===== config.mk =====
export PLATFORM = sky130hd
export DESIGN_NAME = axis_to_axi4_burst_writer_flat
export DESIGN_NICKNAME = d
export VERILOG_FILES = /design/src/rtl/axis_to_axi4_burst_writer_pkg.sv /design/src/rtl/axis_to_axi4_burst_writer_if.sv /design/src/rtl/axis_to_axi4_burst_writer_splitter.sv /design/src/rtl/axis_to_axi4_burst_writer.sv /design/src/flat_wrapper.sv
export SDC_FILE = /design/constraint.sdc
export NUM_CORES = 1
export LEC_CHECK = 0
export CORE_ASPECT_RATIO = 1.25
export CORE_MARGIN = 3
export CORE_UTILIZATION = 55
export CTS_CLUSTER_DIAMETER = 80
export DETAILED_ROUTE_END_ITERATION = 8
export GPL_TIMING_DRIVEN = 1
export PLACE_DENSITY = 0.87
export SLEW_MARGIN = 20
export SYNTH_ARGS = -nofsm -noshare
export SYNTH_HDL_FRONTEND = slang
export SYNTH_SLANG_ARGS = --single-unit

===== constraint.sdc =====
create_clock -name aclk -period 11 [get_ports aclk]
set_input_delay 2.75 -clock aclk [delete_from_list [all_inputs] [get_ports aclk]]
set_output_delay 2.75 -clock aclk [all_outputs]
set_load 0.02 [all_outputs]

===== src/rtl/axis_to_axi4_burst_writer_pkg.sv =====
// Shared AXI constants, FSM state encoding and the beat-size helper
// for the stream-to-AXI4 burst writer.
package axi_stream_pkg;

  localparam logic [1:0] BURST_INCR = 2'b01;
  localparam logic [1:0] RESP_OKAY = 2'b00;
  localparam int unsigned BOUNDARY_4K = 32'd4096;

  typedef enum logic [2:0] {
    ST_IDLE = 3'd0,
    ST_CALC = 3'd1,
    ST_ADDR = 3'd2,
    ST_DATA = 3'd3,
    ST_RESP = 3'd4
  } state_t;

  // Data bus width in bits to log2 of its byte count (32 -> 2, 64 -> 3).
  function automatic int unsigned size_log2(input int unsigned data_width);
    int unsigned res;
    case (data_width)
      32'd64:  res = 32'd3;
      32'd32:  res = 32'd2;
      default: res = 32'd2;
    endcase
    return res;
  endfunction

endpackage


===== src/rtl/axis_to_axi4_burst_writer_if.sv =====
// Command, stream and AXI4 write-channel bundle; master is the writer,
// slave is whatever drives the command/stream and answers the bus.
interface axis_to_axi4_burst_writer_if #(
  parameter int AXI_DATA_WIDTH = 32,
  parameter int AXI_ADDR_WIDTH = 32,
  parameter int AXI_ID_WIDTH   = 8,
  parameter int COUNT_WIDTH    = 16
);
  logic                        cmd_valid;
  logic                        cmd_ready;
  logic [AXI_ADDR_WIDTH-1:0]   cmd_addr;
  logic [COUNT_WIDTH-1:0]      cmd_words;
  logic                        busy;
  logic                        done;
  logic                        err;
  logic [AXI_DATA_WIDTH-1:0]   s_axis_tdata;
  logic                        s_axis_tvalid;
  logic                        s_axis_tready;
  logic [AXI_ADDR_WIDTH-1:0]   m_axi_awaddr;
  logic [7:0]                  m_axi_awlen;
  logic [2:0]                  m_axi_awsize;
  logic [1:0]                  m_axi_awburst;
  logic [AXI_ID_WIDTH-1:0]     m_axi_awid;
  logic                        m_axi_awvalid;
  logic                        m_axi_awready;
  logic [AXI_DATA_WIDTH-1:0]   m_axi_wdata;
  logic [AXI_DATA_WIDTH/8-1:0] m_axi_wstrb;
  logic                        m_axi_wlast;
  logic                        m_axi_wvalid;
  logic                        m_axi_wready;
  logic [1:0]                  m_axi_bresp;
  logic [AXI_ID_WIDTH-1:0]     m_axi_bid;
  logic                        m_axi_bvalid;
  logic                        m_axi_bready;
  logic                        Activity;

  modport master (
    input  cmd_valid, cmd_addr, cmd_words, s_axis_tdata, s_axis_tvalid,
           m_axi_awready, m_axi_wready, m_axi_bresp, m_axi_bid, m_axi_bvalid,
    output cmd_ready, busy, done, err, s_axis_tready,
           m_axi_awaddr, m_axi_awlen, m_axi_awsize, m_axi_awburst, m_axi_awid,
           m_axi_awvalid, m_axi_wdata, m_axi_wstrb, m_axi_wlast, m_axi_wvalid,
           m_axi_bready, Activity
  );

  modport slave (
    output cmd_valid, cmd_addr, cmd_words, s_axis_tdata, s_axis_tvalid,
           m_axi_awready, m_axi_wready, m_axi_bresp, m_axi_bid, m_axi_bvalid,
    input  cmd_ready, busy, done, err, s_axis_tready,
           m_axi_awaddr, m_axi_awlen, m_axi_awsize, m_axi_awburst, m_axi_awid,
           m_axi_awvalid, m_axi_wdata, m_axi_wstrb, m_axi_wlast, m_axi_wvalid,
           m_axi_bready, Activity
  );
endinterface


===== src/rtl/axis_to_axi4_burst_writer_splitter.sv =====
// Burst sizing: beats = min(remaining, MAX_BURST, words left in the 4 KB page),
// captured on load; next_addr is the base of the following burst.
module axi_burst_splitter
  import axi_stream_pkg::*;
#(
  parameter int AXI_DATA_WIDTH = 32,
  parameter int AXI_ADDR_WIDTH = 32,
  parameter int MAX_BURST      = 16,
  parameter int COUNT_WIDTH    = 16
) (
  input  logic                      aclk,
  input  logic                      areset,
  input  logic                      load,
  input  logic [AXI_ADDR_WIDTH-1:0] addr,
  input  logic [COUNT_WIDTH-1:0]    remaining,
  output logic [8:0]                beats_now,
  output logic [8:0]                beats,
  output logic [AXI_ADDR_WIDTH-1:0] next_addr
);
  localparam int unsigned SIZE = size_log2(AXI_DATA_WIDTH);

  logic [12:0] bytes_to_4k_s;
  logic [12:0] words_to_4k_s;
  logic [31:0] rem_s;
  logic [31:0] cap_s;
  logic [8:0]  beats_r;

  // Beat count for a burst starting at addr.
  always_comb begin
    bytes_to_4k_s = 13'(BOUNDARY_4K) - {1'b0, addr[11:0]};
    words_to_4k_s = bytes_to_4k_s >> SIZE;
    rem_s         = 32'(remaining);
    cap_s         = (rem_s > 32'(MAX_BURST)) ? 32'(MAX_BURST) : rem_s;
    beats_now     = (cap_s > 32'(words_to_4k_s)) ? 9'(words_to_4k_s) : 9'(cap_s);
  end

  // Hold the beat count of the burst in flight.
  always_ff @(posedge aclk or posedge areset) begin
    if (areset) begin
      beats_r <= 9'd0;
    end else if (load) begin
      beats_r <= beats_now;
    end else begin
      beats_r <= beats_r;
    end
  end

  assign beats     = beats_r;
  assign next_addr = addr + (AXI_ADDR_WIDTH'(beats_r) << SIZE);

endmodule


===== src/rtl/axis_to_axi4_burst_writer.sv =====
// AXI4 write master: drains an AXI4-Stream into memory as INCR bursts for one
// (address, word count) command, reporting done and a sticky bresp error.
module axis_to_axi4_burst_writer
  import axi_stream_pkg::*;
#(
  parameter int AXI_DATA_WIDTH = 32,
  parameter int AXI_ADDR_WIDTH = 32,
  parameter int AXI_ID_WIDTH   = 8,
  parameter int MAX_BURST      = 16,
  parameter int COUNT_WIDTH    = 16
) (
  input  logic                          aclk,
  input  logic                          areset,
  axis_to_axi4_burst_writer_if.master   bus
);
  localparam int unsigned SIZE = size_log2(AXI_DATA_WIDTH);
  localparam logic [AXI_ADDR_WIDTH-1:0] LOW_MASK = AXI_ADDR_WIDTH'((32'd1 << SIZE) - 32'd1);

  state_t                    state_r;
  logic [AXI_ADDR_WIDTH-1:0] addr_r;
  logic [COUNT_WIDTH-1:0]    remaining_r;
  logic [8:0]                beat_cnt_r;
  logic                      zero_pend_r;
  logic                      cmd_ready_r;
  logic                      busy_r;
  logic                      done_r;
  logic                      err_r;
  logic                      activity_r;
  logic [AXI_ADDR_WIDTH-1:0] awaddr_r;
  logic [7:0]                awlen_r;
  logic                      awvalid_r;
  logic [AXI_DATA_WIDTH-1:0] wdata_r;
  logic                      wvalid_r;
  logic                      wlast_r;
  logic                      bready_r;
  logic                      tready_r;
  logic [8:0]                beats_now_s;
  logic [8:0]                beats_s;
  logic [AXI_ADDR_WIDTH-1:0] next_addr_s;

  axi_burst_splitter #(
    .AXI_DATA_WIDTH (AXI_DATA_WIDTH),
    .AXI_ADDR_WIDTH (AXI_ADDR_WIDTH),
    .MAX_BURST      (MAX_BURST),
    .COUNT_WIDTH    (COUNT_WIDTH)
  ) u_splitter (
    .aclk      (aclk),
    .areset    (areset),
    .load      (state_r == ST_CALC),
    .addr      (addr_r),
    .remaining (remaining_r),
    .beats_now (beats_now_s),
    .beats     (beats_s),
    .next_addr (next_addr_s)
  );

  // Command / burst / beat sequencing with all outputs registered.
  always_ff @(posedge aclk or posedge areset) begin
    if (areset) begin
      state_r     <= ST_IDLE;
      addr_r      <= {AXI_ADDR_WIDTH{1'b0}};
      remaining_r <= {COUNT_WIDTH{1'b0}};
      beat_cnt_r  <= 9'd0;
      zero_pend_r <= 1'b0;
      cmd_ready_r <= 1'b1;
      busy_r      <= 1'b0;
      done_r      <= 1'b0;
      err_r       <= 1'b0;
      activity_r  <= 1'b0;
      awaddr_r    <= {AXI_ADDR_WIDTH{1'b0}};
      awlen_r     <= 8'd0;
      awvalid_r   <= 1'b0;
      wdata_r     <= {AXI_DATA_WIDTH{1'b0}};
      wvalid_r    <= 1'b0;
      wlast_r     <= 1'b0;
      bready_r    <= 1'b0;
      tready_r    <= 1'b0;
    end else begin
      done_r     <= 1'b0;
      activity_r <= (bus.s_axis_tvalid & tready_r) | (wvalid_r & bus.m_axi_wready);
      case (state_r)
        ST_IDLE: begin
          if (zero_pend_r) begin
            // Zero-word command: finish without touching the bus.
            zero_pend_r <= 1'b0;
            done_r      <= 1'b1;
            busy_r      <= 1'b0;
            cmd_ready_r <= 1'b1;
          end else if (bus.cmd_valid && cmd_ready_r) begin
            addr_r      <= bus.cmd_addr & ~LOW_MASK;
            remaining_r <= bus.cmd_words;
            err_r       <= 1'b0;
            busy_r      <= 1'b1;
            cmd_ready_r <= 1'b0;
            if (bus.cmd_words == {COUNT_WIDTH{1'b0}}) begin
              zero_pend_r <= 1'b1;
            end else begin
              state_r <= ST_CALC;
            end
          end
        end
        ST_CALC: begin
          awaddr_r  <= addr_r;
          awlen_r   <= 8'(beats_now_s - 9'd1);
          awvalid_r <= 1'b1;
          state_r   <= ST_ADDR;
        end
        ST_ADDR: begin
          if (awvalid_r && bus.m_axi_awready) begin
            awvalid_r  <= 1'b0;
            beat_cnt_r <= beats_s;
            tready_r   <= 1'b1;
            state_r    <= ST_DATA;
          end
        end
        ST_DATA: begin
          // Single holding register: tready and wvalid are never high together.
          if (tready_r && bus.s_axis_tvalid) begin
            wdata_r  <= bus.s_axis_tdata;
            tready_r <= 1'b0;
            wvalid_r <= 1'b1;
            wlast_r  <= (beat_cnt_r == 9'd1);
          end else if (wvalid_r && bus.m_axi_wready) begin
            wvalid_r   <= 1'b0;
            wlast_r    <= 1'b0;
            beat_cnt_r <= beat_cnt_r - 9'd1;
            if (beat_cnt_r != 9'd1) begin
              tready_r <= 1'b1;
            end else begin
              bready_r <= 1'b1;
              state_r  <= ST_RESP;
            end
          end
        end
        ST_RESP: begin
          if (bready_r && bus.m_axi_bvalid) begin
            bready_r    <= 1'b0;
            if (bus.m_axi_bresp != RESP_OKAY) begin
              err_r <= 1'b1;
            end
            addr_r      <= next_addr_s;
            remaining_r <= remaining_r - COUNT_WIDTH'(beats_s);
            if (remaining_r != COUNT_WIDTH'(beats_s)) begin
              state_r <= ST_CALC;
            end else begin
              done_r      <= 1'b1;
              busy_r      <= 1'b0;
              cmd_ready_r <= 1'b1;
              state_r     <= ST_IDLE;
            end
          end
        end
        default: begin
          state_r     <= ST_IDLE;
          cmd_ready_r <= 1'b1;
          busy_r      <= 1'b0;
        end
      endcase
    end
  end

  assign bus.cmd_ready     = cmd_ready_r;
  assign bus.busy          = busy_r;
  assign bus.done          = done_r;
  assign bus.err           = err_r;
  assign bus.Activity      = activity_r;
  assign bus.s_axis_tready = tready_r;
  assign bus.m_axi_awaddr  = awaddr_r;
  assign bus.m_axi_awlen   = awlen_r;
  assign bus.m_axi_awsize  = 3'(SIZE);
  assign bus.m_axi_awburst = BURST_INCR;
  assign bus.m_axi_awid    = {AXI_ID_WIDTH{1'b0}};
  assign bus.m_axi_awvalid = awvalid_r;
  assign bus.m_axi_wdata   = wdata_r;
  assign bus.m_axi_wstrb   = {(AXI_DATA_WIDTH/8){1'b1}};
  assign bus.m_axi_wlast   = wlast_r;
  assign bus.m_axi_wvalid  = wvalid_r;
  assign bus.m_axi_bready  = bready_r;

endmodule


===== src/flat_wrapper.sv =====
// flat-port wrapper written by rule: the top's interface ports become plain ports
module axis_to_axi4_burst_writer_flat import axi_stream_pkg::*;
#(
  parameter int AXI_DATA_WIDTH = 32,
  parameter int AXI_ADDR_WIDTH = 32,
  parameter int AXI_ID_WIDTH   = 8,
  parameter int MAX_BURST      = 16,
  parameter int COUNT_WIDTH    = 16
)
  (aclk, areset, bus_cmd_valid, bus_cmd_addr, bus_cmd_words, bus_s_axis_tdata, bus_s_axis_tvalid, bus_m_axi_awready, bus_m_axi_wready, bus_m_axi_bresp, bus_m_axi_bid, bus_m_axi_bvalid, bus_cmd_ready, bus_busy, bus_done, bus_err, bus_s_axis_tready, bus_m_axi_awaddr, bus_m_axi_awlen, bus_m_axi_awsize, bus_m_axi_awburst, bus_m_axi_awid, bus_m_axi_awvalid, bus_m_axi_wdata, bus_m_axi_wstrb, bus_m_axi_wlast, bus_m_axi_wvalid, bus_m_axi_bready, bus_Activity);
  axis_to_axi4_burst_writer_if #(.AXI_DATA_WIDTH(AXI_DATA_WIDTH), .AXI_ADDR_WIDTH(AXI_ADDR_WIDTH), .AXI_ID_WIDTH(AXI_ID_WIDTH), .COUNT_WIDTH(COUNT_WIDTH)) bus_i ();
  input  logic aclk;
  input  logic areset;
  input wire logic [$bits(bus_i.cmd_valid)-1:0] bus_cmd_valid;
  input wire logic [$bits(bus_i.cmd_addr)-1:0] bus_cmd_addr;
  input wire logic [$bits(bus_i.cmd_words)-1:0] bus_cmd_words;
  input wire logic [$bits(bus_i.s_axis_tdata)-1:0] bus_s_axis_tdata;
  input wire logic [$bits(bus_i.s_axis_tvalid)-1:0] bus_s_axis_tvalid;
  input wire logic [$bits(bus_i.m_axi_awready)-1:0] bus_m_axi_awready;
  input wire logic [$bits(bus_i.m_axi_wready)-1:0] bus_m_axi_wready;
  input wire logic [$bits(bus_i.m_axi_bresp)-1:0] bus_m_axi_bresp;
  input wire logic [$bits(bus_i.m_axi_bid)-1:0] bus_m_axi_bid;
  input wire logic [$bits(bus_i.m_axi_bvalid)-1:0] bus_m_axi_bvalid;
  output wire logic [$bits(bus_i.cmd_ready)-1:0] bus_cmd_ready;
  output wire logic [$bits(bus_i.busy)-1:0] bus_busy;
  output wire logic [$bits(bus_i.done)-1:0] bus_done;
  output wire logic [$bits(bus_i.err)-1:0] bus_err;
  output wire logic [$bits(bus_i.s_axis_tready)-1:0] bus_s_axis_tready;
  output wire logic [$bits(bus_i.m_axi_awaddr)-1:0] bus_m_axi_awaddr;
  output wire logic [$bits(bus_i.m_axi_awlen)-1:0] bus_m_axi_awlen;
  output wire logic [$bits(bus_i.m_axi_awsize)-1:0] bus_m_axi_awsize;
  output wire logic [$bits(bus_i.m_axi_awburst)-1:0] bus_m_axi_awburst;
  output wire logic [$bits(bus_i.m_axi_awid)-1:0] bus_m_axi_awid;
  output wire logic [$bits(bus_i.m_axi_awvalid)-1:0] bus_m_axi_awvalid;
  output wire logic [$bits(bus_i.m_axi_wdata)-1:0] bus_m_axi_wdata;
  output wire logic [$bits(bus_i.m_axi_wstrb)-1:0] bus_m_axi_wstrb;
  output wire logic [$bits(bus_i.m_axi_wlast)-1:0] bus_m_axi_wlast;
  output wire logic [$bits(bus_i.m_axi_wvalid)-1:0] bus_m_axi_wvalid;
  output wire logic [$bits(bus_i.m_axi_bready)-1:0] bus_m_axi_bready;
  output wire logic [$bits(bus_i.Activity)-1:0] bus_Activity;
  assign bus_i.cmd_valid = bus_cmd_valid;
  assign bus_i.cmd_addr = bus_cmd_addr;
  assign bus_i.cmd_words = bus_cmd_words;
  assign bus_i.s_axis_tdata = bus_s_axis_tdata;
  assign bus_i.s_axis_tvalid = bus_s_axis_tvalid;
  assign bus_i.m_axi_awready = bus_m_axi_awready;
  assign bus_i.m_axi_wready = bus_m_axi_wready;
  assign bus_i.m_axi_bresp = bus_m_axi_bresp;
  assign bus_i.m_axi_bid = bus_m_axi_bid;
  assign bus_i.m_axi_bvalid = bus_m_axi_bvalid;
  assign bus_cmd_ready = bus_i.cmd_ready;
  assign bus_busy = bus_i.busy;
  assign bus_done = bus_i.done;
  assign bus_err = bus_i.err;
  assign bus_s_axis_tready = bus_i.s_axis_tready;
  assign bus_m_axi_awaddr = bus_i.m_axi_awaddr;
  assign bus_m_axi_awlen = bus_i.m_axi_awlen;
  assign bus_m_axi_awsize = bus_i.m_axi_awsize;
  assign bus_m_axi_awburst = bus_i.m_axi_awburst;
  assign bus_m_axi_awid = bus_i.m_axi_awid;
  assign bus_m_axi_awvalid = bus_i.m_axi_awvalid;
  assign bus_m_axi_wdata = bus_i.m_axi_wdata;
  assign bus_m_axi_wstrb = bus_i.m_axi_wstrb;
  assign bus_m_axi_wlast = bus_i.m_axi_wlast;
  assign bus_m_axi_wvalid = bus_i.m_axi_wvalid;
  assign bus_m_axi_bready = bus_i.m_axi_bready;
  assign bus_Activity = bus_i.Activity;
  axis_to_axi4_burst_writer #(.AXI_DATA_WIDTH(AXI_DATA_WIDTH), .AXI_ADDR_WIDTH(AXI_ADDR_WIDTH), .AXI_ID_WIDTH(AXI_ID_WIDTH), .MAX_BURST(MAX_BURST), .COUNT_WIDTH(COUNT_WIDTH)) u_core (.aclk(aclk), .areset(areset), .bus(bus_i));
endmodule

======== After elaboration in Yosys (flattened, before gate mapping) ========
Cells that the tools add are included.
operators by class
  add/subtract/negate cells ............... 5
  multipliers ............................. 0
  div/mod/pow operators ................... 0
  $lt $le $gt $ge ......................... 2
  eq/ne operators ......................... 20
  shift operators ......................... 0
  multiplexer cells ....................... 60
  bitwise gates (word level) .............. 4
  reduce and logical (&&, ||, !) cells .... 24
operator list
  cell                                                    number
  two-way mux 32 bit                                      3
  two-way mux 16 bit                                      4
  one-hot mux 32 bit (2 select lines)                     1
  two-way mux 9 bit                                       4
  adder 32 x 11 -> 32 bit                                 1
  one-hot mux 16 bit (2 select lines)                     1
  two-way mux 1 bit                                       30
  two-way mux 3 bit                                       8
  one-hot mux 9 bit (2 select lines)                      1
  > comparator 16 x 11 -> 1 bit                           1
  > comparator 16 x 5 -> 1 bit (second input constant)    1
  zero test 16 bit                                        1
  inequality test 16 x 9 -> 1 bit                         1
  AND reduction 4 bit                                     4
  subtractor 16 x 9 -> 16 bit                             1
  one-hot mux 3 bit (5 select lines)                      1
  subtractor 13 x 12 -> 13 bit (first input constant)     1
  nonzero test 2 bit                                      6
  inequality test 2 x 1 -> 1 bit (second input constant)  5
  inequality test 2 bit (second input constant)           5
  one-hot mux 1 bit (2 select lines)                      5
  AND reduction 5 bit                                     2
  == test 9 x 1 -> 1 bit (second input constant)          1
  inequality test 3 x 1 -> 1 bit (second input constant)  3
  15 further kinds                                        24
word-level totals
  flip-flop bits (word level) ............. 152
  latch bits .............................. 0
  memory bits (writable) .................. 0
  memory bits (read-only) ................. 0
  input bits .............................. 97
  output and inout bits ................... 99
  logic and storage cells ................. 134
  memories ................................ 0

======== Longest topological paths before layout ========
  word-level depth ........................ 5
  depth in mapped cells ................... 18
  mapped depth without buffers ............ 17

======== Cells and area by module ========
From an unflattened synthesis, not the netlist that was laid out.
second synthesis, totals
  cell total of the unflattened synthesis .. 1038
  area total of the unflattened synthesis .. 8879.8 µm²
modules (own cells, without submodules)
  module                     times used  cells an instance  area an instance (µm²)  seq. area each (µm²)
  axis_to_axi4_burst_writer  1           794                7004.2                  3579.7
  axi_burst_splitter         1           244                1875.5                  225.2

======== Worst setup path before layout ========
Ideal clock, no wire load.
  path kind ............................... input -> register
  from .................................... input port bus_m_axi_bvalid
  to ...................................... register u_core.addr_r[20]
  library setup time ...................... 0.150 ns
  data arrival time ....................... 4.142 ns
  required time ........................... 10.850 ns
  slack ................................... 6.708 ns
  stages on the path ...................... 7
  buffers on the path ..................... 0
  path through ............................ and2_1 a32o_1 nand2_1 nor2_1 mux2_2 a41oi_1 a41oi_1
on the way
  longest elaborated chain between the ends .. 3
ends and longest elaborated chain
  item                                      line                              text
  from (decl)                               flat_wrapper.sv:23                input wire logic [$bits(bus_i.m_axi_bvalid)-1:0] bus_m_axi_bvalid;
  logical AND 1 bit                         axis_to_axi4_burst_writer.sv:136  if (bready_r && bus.m_axi_bvalid) begin
  inequality test 2 x 1 -> 1 bit (no line)  n/a
  AND reduction 4 bit (no line)             n/a
  to (signal assigned)                      axis_to_axi4_burst_writer.sv:61   addr_r <= {AXI_ADDR_WIDTH{1'b0}};
  to (signal assigned)                      axis_to_axi4_burst_writer.sv:90   addr_r <= bus.cmd_addr & ~LOW_MASK;
  to (signal assigned)                      axis_to_axi4_burst_writer.sv:141  addr_r <= next_addr_s;
  to (decl)                                 axis_to_axi4_burst_writer.sv:20   logic [AXI_ADDR_WIDTH-1:0] addr_r;
No other way between the ends.
A chain may end at the register's enable or synchronous reset.

======== Final worst setup path ========
  from .................................... input port bus_m_axi_bvalid
  to ...................................... register u_core.addr_r[28]
Same word-level chain as after synthesis.

==> reports/qor.json <==
{
  "outcome": {"value": "complete, no violations"},
  "dpl.hpwl": {"value": 15.8, "unit": "mm"},
  "timing.critical_path.from_type": {"value": "input port"},
  "drt-vias-per-instance": {"value": 6.05},
  "timing.final.max_slew_violations": {"value": 0},
  "die_outline_area": {"value": 16700, "unit": "um^2"},
  "final_cell_area": {"value": 10700, "unit": "um^2"},
  "cpLargestDelayFamily": {"value": "simple AND/OR/NAND/NOR gates"},
  "cts_repair_resizes": {"value": 0},
  "tritoncts.num_buffers": {"value": 17},
  "tritoncts": {"value": "done"},
  "row_count": {"value": 49},
  "worst-path-max-fanout": {"value": 35},
  "routed_wire_length_on_met3": {"value": 1.85, "unit": "mm"},
  "cp.buffers_inverters": {"value": 2},
  "grt_start_max_net_pins": {"value": 80},
  "synth_flop_cell": {"value": "dfrtp_1"},
  "fin_nets": {"value": 1206},
  "area_delta_synth_final": {"value": 28.1, "unit": "%"},
  "total_power": {"value": 2.35, "unit": "mW"},
  "die_h": {"value": 144, "unit": "um"},
  "count_of_cell_types_in_the_netlist": {"value": 67},
  "type_of_element_capturing_the_critical_path": {"value": "flip-flop"},
  "timing.slew.headroom": {"value": 29.3, "unit": "%"},
  "postSynth.asyncResetShare": {"value": 100, "unit": "%"},
  "post_route_worst_setup_slack": {"value": 6160, "unit": "ps"},
  "num_io_pins": {"value": 196},
  "worst_r2r_path_depth": {"value": 17},
  "yosys_warnings": {"value": 0},
  "critical-path-max-stage-delay": {"value": 660, "unit": "ps"},
  "reg2reg_to": {"value": "u_core.bus.m_axi_awlen[4]$_DFFE_PP0P_"},
  "met1_layer_wirelength_in_the_final_routing": {"value": 8.87, "unit": "mm"},
  "placement.setup.worst_slack": {"value": 5590, "unit": "ps"},
  "grt_setup_unrepaired": {"value": "no"},
  "cts_num_sinks": {"value": 148},
  "cts-hold-fix-buffers": {"value": 0},
  "postSynthCellCount": {"value": 920},
  "core_region_area": {"value": 14600, "unit": "um^2"},
  "synth_sequential_area_ratio": {"value": 44.5, "unit": "%"},
  "holdCritPathClass": {"value": "reg2reg"},
  "drc_errors": {"value": 0},
  "timing.final.hold_violations": {"value": 0},
  "routabilityCongestion": {"value": 0.916},
  "cpMaxStageDelayCell": {"value": "nor4_2"},
  "power_density_of_the_placed_cells": {"value": 220, "unit": "nW/um^2"},
  "max_freq": {"value": 206, "unit": "MHz"},
  "cp_cell_sequence": {"value": "clkdlybuf4s50_1, and2_1, a32o_1, nand2_1, buf_4, nor4_2, a311oi_1, a311oi_1"},
  "drtPass1Iterations": {"value": 5},
  "netlist_top_cells_area": {"value": "dfrtp_1, nand2_1, ha_1"},
  "grt_pass1_vias": {"value": 7662},
  "antenna_found_initial": {"value": 0},
  "synth.top_cell.area_share": {"value": 44.2, "unit": "%"},
  "synth.avg_cell_area": {"value": 9.05, "unit": "um^2"},
  "worst-endpoint-required": {"value": 11320, "unit": "ps"},
  "detail-route-antenna-nets": {"value": 0},
  "route.met2.wl": {"value": 11.3, "unit": "mm"},
  "static-leakage-power": {"value": 4.66, "unit": "nW"},
  "fin_crit": {"value": 4840, "unit": "ps"},
  "clk_pin_slew": {"value": 70, "unit": "ps"},
  "number_of_port_buffers": {"value": 166},
  "skew_pair_late_insertion_delay": {"value": 420, "unit": "ps"},
  "timing.final.setup_violations": {"value": 0},
  "die_w": {"value": 116, "unit": "um"},
  "grt_overflow": {"value": 0},
  "dpl-instance-area": {"value": 10000, "unit": "um^2"},
  "worst-r2r-setup-slack": {"value": 6230, "unit": "ps"},
  "antenna_cells_inserted": {"value": 0},
  "grt.total_usage": {"value": 27.9, "unit": "%"},
  "holdPathEnd": {"value": "u_core.bus.m_axi_awlen[0]$_DFFE_PP0P_"},
  "synth_seq_cells": {"value": 148},
  "avgRoutedWirePerCell": {"value": 18.1, "unit": "um"},
  "worstHoldPathCells": {"value": 2},
  "maxCapViolations": {"value": 0},
  "rr_startpoint": {"value": "u_core.remaining_r[14]$_DFFE_PP0P_"},
  "root_buffer": {"value": "clkbuf_16"},
  "cts-root-to-sink-buffers": {"value": 2},
  "vias": {"value": 7646},
  "max-vdd-ir-drop": {"value": 0.103, "unit": "mV"},
  "postRouteWirelength": {"value": 22.9, "unit": "mm"},
  "min-delay-start": {"value": "u_core.bus.m_axi_awlen[0]$_DFFE_PP0P_"},
  "top_routing_layer_in_use": {"value": "met4"},
  "kind_of_critical_path": {"value": "in2reg"},
  "worstMarginPinSlew": {"value": 1060, "unit": "ps"},
  "final.setup_skew": {"value": 8.83, "unit": "ps"},
  "post-route-period-util": {"value": 44.0, "unit": "%"},
  "synth_edf_count": {"value": 0},
  "drt_first_iter_violations": {"value": 534},
  "cts_max_level": {"value": 4},
  "post_synth_instance_area": {"value": 8320, "unit": "um^2"},
  "grt_first_pass_wirelength": {"value": 37.2, "unit": "mm"},
  "crit_top_cell": {"value": "a311oi_1"},
  "netlist.top_cell.by_area": {"value": "dfrtp_1"},
  "drive_gt1_share": {"value": 8.66, "unit": "%"},
  "post_cts_repair_timing_setup_buffer_count": {"value": 0},
  "fin_tns_setup": {"value": 0, "unit": "ps"},
  "startpoint": {"value": "bus_m_axi_bvalid"},
  "start_util": {"value": 57.0, "unit": "%"},
  "critical_path_arrival": {"value": 5160, "unit": "ps"}
}
## where the power goes
part / internal [mW] / total, mW / leakage (nW) / switching (mW)
clock: 0.330 / 0.589 / 0.291 / 0.259
sequential: 0.698 / 0.829 / 1.83 / 0.131
combinational: 0.437 / 0.930 / 2.54 / 0.493
total: 1.46 / 2.35 / 4.66 / 0.884
## worst register-to-register path, stage by stage (launching register included)
cell and delay (ps):
dfrtp_1 410, or4_1 500, or3_4 370, nor3_4 340
inv_2 120, nor2_1 180, ha_1 270, nor2b_1 140
o211ai_1 160, a21oi_1 110, o221ai_2 790, nor2_1 90
a21oi_1 250, ha_1 330, nand3_1 130, xnor2_1 160
mux2i_1 190, o21ai_1 80
## cells in the mapped netlist (all sizes together) (11+ instances only)
master and count:
xor2 11, nand2 165, nor2 61, o22ai 13, nand3 21, nand4 11
dfrtp 147, nor3 23, ha 34, mux2 34, buf 22, inv 25
xnor2 11, clkbuf 41, a21oi 70, o21ai 61
## registers in the layout (all words and copies together), names as in the netlist
register and flops:
u_core.addr_r 30, u_core.beat_cnt_r 9, u_core.bus.Activity 1, u_core.bus.busy 1, u_core.bus.cmd_ready 1, u_core.bus.done 1
u_core.bus.err 1, u_core.bus.m_axi_awaddr 30, u_core.bus.m_axi_awlen 8, u_core.bus.m_axi_awvalid 1, u_core.bus.m_axi_bready 1, u_core.bus.m_axi_wdata 32
u_core.bus.m_axi_wlast 1, u_core.bus.m_axi_wvalid 1, u_core.bus.s_axis_tready 1, u_core.remaining_r 16, u_core.state_r 3, u_core.u_splitter.beats 9
u_core.zero_pend_r 1
## final cells by class
class | count | area (um^2)
repair buffers | 174 | 1720
flip-flops and latches | 148 | 3700
clock inverters | 14 | 166
multi-input cells | 707 | 4310
well taps | 178 | 223
clock buffers | 18 | 439
inverters | 25 | 98.8
fillers | 1049 | 3930
## worst max-delay path by stage
stage / to / slack (ps) / depth (start not counted)
after floorplan: u_core.addr_r[10]$_DFFE_PP0P_ / 4270 / 1
after global placement: u_core.addr_r[28]$_DFFE_PP0P_ / 5740 / 8
after detailed placement: u_core.addr_r[28]$_DFFE_PP0P_ / 5590 / 8
after CTS: u_core.addr_r[28]$_DFFE_PP0P_ / 5960 / 8
after global routing: u_core.bus.m_axi_awlen[4]$_DFFE_PP0P_ / 5910 / 17
final: u_core.addr_r[28]$_DFFE_PP0P_ / 6160 / 8
## metrics by stage
| step | utilization (%) | hold slack [ps] | cells |
|---|---|---|---|
| after global routing | 73.0 | 496 | 1264 |
| after detailed placement | 68.9 | 461 | 1232 |
| after floorplan | - | 448 | 943 |
| after CTS | 73.0 | 481 | 1264 |
| after global placement | 68.9 | 452 | 1232 |
| final | 73.0 | 475 | 1264 |
## per-layer routing
metal	vias up	global-route usage [%]
li1	3541	-
met2	383	46.5
met4	0	12.7
met3	75	6.36
met1	3647	34.5
met5	-	0
## cell usage in the layout, fill, tap and decap left out, types with 5 or more instances in the layout
cell and count:
clkdlybuf4s50_1 166, nand2_1 164, dfrtp_1 147, a21oi_1 70, nor2_1 59, o21ai_0 57, mux2_2 34, ha_1 34
conb_1 25, inv_1 23, nand3_1 21, nor3_1 21, clkbuf_16 17, o22ai_1 13, nand4_1 11, xor2_1 11
xnor2_1 11, o21a_1 10, and2_1 10, a211oi_1 9, nor4_1 9, o31ai_1 9, mux2i_1 9, and3_1 9
a311oi_1 9, nor2b_1 8, buf_4 8, a31oi_1 7, or3_1 5, a21o_1 5, or4_1 5, a22oi_1 5
## kinds of logic after synthesis
group	share of synthesized area [%]
multiplexers	5.68
buffers and inverters	4.95
adder cells (fa/ha/maj)	5.59
XOR/XNOR	2.32
AND/OR/NAND/NOR	19.3
other	0.0902
AO/OA/AOI/OAI	17.6
flip-flops	44.5
Note: power is estimated with default switching activity, not from simulation.
